[src/rtl/keypad_scan.sv]
// keypad_scan: 4x4 active-low matrix keypad scanner with press/release debounce
//   clk       system clock
//   rst       synchronous active-high reset
//   row       keypad rows, active-low, asynchronous
//   col       column drive, active-low, one bit low
//   key_code  last accepted key, 4*row_index + col_index
//   key_valid one-cycle strobe on acceptance
//   key_held  high from acceptance until release debounce completes
module keypad_scan #(
  parameter int SCAN_CNT_MAX = 12_500,
  parameter int DB_CNT_MAX   = 625_000
) (
  input  logic       clk,
  input  logic       rst,
  input  logic [3:0] row,
  output logic [3:0] col,
  output logic [3:0] key_code,
  output logic       key_valid,
  output logic       key_held
);
  localparam int CW = $clog2((SCAN_CNT_MAX > DB_CNT_MAX ? SCAN_CNT_MAX : DB_CNT_MAX) + 1);
  localparam logic [CW-1:0] SCAN_LAST = CW'(SCAN_CNT_MAX - 1);
  localparam logic [CW-1:0] DB_LAST   = CW'(DB_CNT_MAX - 1);
  localparam logic [1:0] SCAN     = 2'd0;
  localparam logic [1:0] DEBOUNCE = 2'd1;
  localparam logic [1:0] HOLD     = 2'd2;
  logic [1:0]    state;
  logic [CW-1:0] cnt;
  logic [1:0]    col_idx;
  logic [3:0]    row_m, row_s, row_lat, low;
  logic [1:0]    row_idx;
  logic          single;
  assign col = ~(4'b0001 << col_idx);
  // exactly one low row; ghosted multi-key patterns are rejected
  assign low    = ~row_s;
  assign single = (low != 4'h0) && ((low & (low - 4'h1)) == 4'h0);
  always_comb
    row_idx = !row_lat[0] ? 2'd0 : !row_lat[1] ? 2'd1 : !row_lat[2] ? 2'd2 : 2'd3;
  always_ff @(posedge clk) begin
    if (rst) begin
      row_m     <= 4'hF;
      row_s     <= 4'hF;
      state     <= SCAN;
      cnt       <= '0;
      col_idx   <= 2'd0;
      row_lat   <= 4'hF;
      key_code  <= 4'h0;
      key_valid <= 1'b0;
      key_held  <= 1'b0;
    end else begin
      row_m     <= row;
      row_s     <= row_m;
      key_valid <= 1'b0;
      case (state)
        SCAN: begin
          if (cnt == SCAN_LAST) begin
            cnt <= '0;
            if (single) begin
              row_lat <= row_s;
              state   <= DEBOUNCE;
            end else begin
              col_idx <= col_idx + 2'd1;
            end
          end else begin
            cnt <= cnt + 1'b1;
          end
        end
        DEBOUNCE: begin
          if (row_s != row_lat) begin
            cnt   <= '0;
            state <= SCAN;
          end else if (cnt == DB_LAST) begin
            cnt       <= '0;
            key_code  <= {row_idx, col_idx};
            key_valid <= 1'b1;
            key_held  <= 1'b1;
            state     <= HOLD;
          end else begin
            cnt <= cnt + 1'b1;
          end
        end
        HOLD: begin
          // any low row restarts the release window
          if (row_s != 4'hF) begin
            cnt <= '0;
          end else if (cnt == DB_LAST) begin
            cnt      <= '0;
            key_held <= 1'b0;
            col_idx  <= col_idx + 2'd1;
            state    <= SCAN;
          end else begin
            cnt <= cnt + 1'b1;
          end
        end
        default: begin
          cnt   <= '0;
          state <= SCAN;
        end
      endcase
    end
  end
endmodule

[config.mk]
export PLATFORM = sky130hd
export DESIGN_NAME = keypad_scan
export DESIGN_NICKNAME = d
export VERILOG_FILES = /design/src/rtl/keypad_scan.sv
export SDC_FILE = /design/constraint.sdc
export NUM_CORES = 1
export LEC_CHECK = 0
export BUFFER_PORTS_ARGS = -buffer_cell sky130_fd_sc_hd__buf_2
export CORE_UTILIZATION = 50
export CTS_BUF_LIST = sky130_fd_sc_hd__clkbuf_4 sky130_fd_sc_hd__clkbuf_8 sky130_fd_sc_hd__clkbuf_16
export DETAILED_ROUTE_END_ITERATION = 8
export MAX_ROUTING_LAYER = met4
export PLACE_DENSITY_LB_ADDON = 0.05
export SLEW_MARGIN = 15
export SYNTH_ARGS = -nofsm -noshare
export SYNTH_HDL_FRONTEND = slang
export SYNTH_SLANG_ARGS = --single-unit
[constraint.sdc]
create_clock -name clk -period 2.5 [get_ports clk]
set_input_delay 0.5 -clock clk [delete_from_list [all_inputs] [get_ports clk]]
set_output_delay 0.5 -clock clk [all_outputs]
set_load 0.01 [all_outputs]
==> impl_metrics.py <==
metrics = {
    "status": {
        "outcome": "complete, no violations",
    },
    "floorplan": {
        "io_pins": 16,
        "fp.dieH_um": 65.8,
        "die_x_um": 65.8,
        "start_util_pct": 53.9,
        "die_area_mm2": 0.00432,
        "row_count": 22,
        "core_mm2": 0.00377,
    },
    "clocking": {
        "numCtsBuffers": 5,
        "cts_setup_buffers": 0,
        "insertion_delay_ps": 300,
        "clock-sinks": 42,
        "clockBufferDepth": 2,
        "tritoncts": "done",
        "hold_buffers": 0,
        "cts_root_buffer": "clkbuf_8",
        "clk_pin_slew_worst_paths_ps": 80,
        "htree_levels": 2,
        "cts-resized-gates": 0,
    },
    "logic_synthesis": {
        "yosys_warnings": 0,
        "synth_edf_count": 0,
        "synth-seq-area-share_pct": 41.4,
        "synth_most_common_cell": "dfxtp_1",
        "synth_area_leaders": "dfxtp_1, xnor2_1, nor2_1, nand2_1, inv_1",
        "async_flop_share_pct": 0,
        "synth_common_cells": "dfxtp_1, nor2_1, nand2_1",
        "syn_inst": 236,
        "syn_area_mm2": 0.00203,
        "ys_ff_latch": 42,
        "synthFlopType": "dfxtp_1",
        "synth_cell_types": 46,
        "yosysTopAreaCell": "dfxtp_1",
        "syn-num-nets": 247,
        "syn_avg_cell_area_um2": 8.61,
        "yosys.area.top_type_share_pct": 41.4,
    },
    "worst_setup_path": {
        "rrSetupSlack_ps": 100,
        "worst-r2r-cell-count": 6,
        "worstPathRequired_ps": 2700,
        "critical_path_class": "flop to flop",
        "crit_start": "cnt[0]",
        "path_max_fanout": 5,
        "timing.rr.end": "col_idx[0]",
        "cp_data_arrival_time_ps": 2600,
        "reg2reg_from": "cnt[0]",
        "endpoint": "col_idx[0]",
        "start_kind": "flop",
        "worstSetupEndpointType": "flop",
    },
    "drt": {
        "wl_um": 4060,
        "wl_met2_um": 1700,
        "drc_errors": 0,
        "m1WireLength_um": 2180,
        "route.vias.total": 1664,
        "via_per_inst": 5.46,
        "drt_iter0_drc": 84,
        "post_drt_wl_per_cell_um": 13.3,
        "postRouteAntennaNets": 0,
        "firstDrtPassIters": 4,
        "wl_met3_um": 123,
        "highest_layer": "met4",
    },
    "sta": {
        "fin_ws_ps": 99.9,
        "worst_slew_pin_slew_ps": 683,
        "period_share_pct": 96.0,
        "setup_viol": 0,
        "max_freq_ghz": 0.417,
        "period_needed_ps": 2400,
        "relSlewSlack_pct": 54.4,
        "hold_violations": 0,
        "fin_tns_setup_ps": 0,
        "skew_ps": 7.18,
        "rsz0062_at_grt": "false",
        "slew_viol_final": 0,
    },
    "power": {
        "power_switching_uw": 286,
        "intPower_uw": 996,
        "p_leak_uw": 0.000868,
        "combPwrFrac_pct": 3.7,
        "ir_worst_vdd_mv": 0.420,
        "power_density_mw_per_mm2": 560,
        "p_seq_share_pct": 53.8,
        "clockPowerShare_pct": 42.6,
        "swShare_pct": 22.3,
    },
    "global_routing": {
        "grt_max_degree": 21,
        "antenna_found_initial": 0,
        "grt_pass1_wl_um": 7250,
        "gr-total-overflow": 0,
        "grt_util_all_layers_pct": 22.5,
        "grt_pass1_vias": 1577,
    },
    "cells_and_area": {
        "final_net_count": 267,
        "fill_cells": 336,
        "post-route-util_pct": 60.7,
        "antenna_cells": 0,
        "syn_to_final_growth_pct": 12.7,
        "drive_gt1_share_pct": 16.3,
    },
    "place": {
        "post-place-ws_ps": 233,
        "portBuffers": 15,
        "gp_congestion": 0.819,
        "hpwl_um": 2900,
    },
    "worst_hold_path": {
        "holdCritPathClass": "input pin to flop",
    },
    "job": {
        "cap_viol_max_count": 0,
    },
}
-- sequential cells by signal, indices dropped and copies added, names as in the netlist --
name	flops
state	2
col_idx	2
row_s	4
cnt	20
key_code	4
row_m	4
key_held	1
key_valid	1
row_lat	4
-- metrics by stage --
| stage | instances | power (µW) | cell area, µm² | hold slack, ps |
|---|---|---|---|---|
| after global routing | 305 | 1330 | 2290 | 365 |
| after detailed placement | 297 | 751 | 2180 | 398 |
| final | 305 | 1280 | 2290 | 376 |
| after floorplan | 236 | 736 | 2030 | 389 |
| after global placement | 297 | 751 | 2180 | 390 |
| after CTS | 305 | 1290 | 2290 | 366 |
-- worst max-delay path: stages (launching register included) --
cell and delay [ps]:
dfxtp_1 400, ha_1 270, nor4bb_1 410, a41oi_1 190, nor4_1 530, o2bb2ai_1 170, a311o_1 330
-- power by group through the flow --
stage          logic, µW  clock network [µW]  registers [µW]
2_1_floorplan       33.3                   0             702
3_3_place_gp        46.4                   0             704
3_5_place_dp        46.6                   0             705
4_1_cts             47.4                 557             689
5_1_grt             52.2                 584             690
6_report            47.1                 545             689
-- how the worst min path moves through the flow --
stage / startpoint / endpoint / cells after the start
finish: row[1] / row_m[1] / 2
global route: row[2] / row_m[2] / 2
CTS: row[3] / row_m[3] / 2
global placement: row_m[2] / row_s[2] / 1
floorplan: row_m[0] / row_s[0] / 1
detailed placement: row_m[3] / row_s[3] / 1
-- layer usage --
layer  GRT usage, %  up-vias
met3           5.21        5
li1               -      858
met4           7.88        0
met5              -        -
met2           32.0       27
met1           30.9      774
-- layout by cell type (no fill, tap or decap), drive strengths merged, types with 7 or more instances in the layout --
master / count
a21oi: 8
o21ai: 7
inv: 18
buf: 20
or2: 8
dfxtp: 42
nand2: 19
xnor2: 16
nor2: 29
nor3: 8
nand3: 12
-- kinds of logic (layout without fill, tap and decap cells) --
kind of cell,Yosys count,in the layout,share of synthesized area [%]
muxes,3,3,1.48
and+or+nand+nor,108,108,28.3
buffers and inverters,25,46,4.74
AOI/OAI and AO/OA,33,33,12.4
xor gates and xnor gates,20,20,8.62
DFF,42,42,41.4
adders and majority gates,5,5,3.08
-- cell type report --
cell class | count | area [µm²] | area share, %
Tap cell | 48 | 60.1 | 2.62
Inverter | 18 | 67.6 | 2.95
Clock buffer | 5 | 68.8 | 3.01
Clock inverter | 3 | 45.0 | 1.97
Timing Repair Buffer | 20 | 113 | 4.92
Multi-Input combinational cell | 169 | 1090 | 47.8
Sequential cell | 42 | 841 | 36.7
No activity file was read; power rests on OpenSTA's default activity.
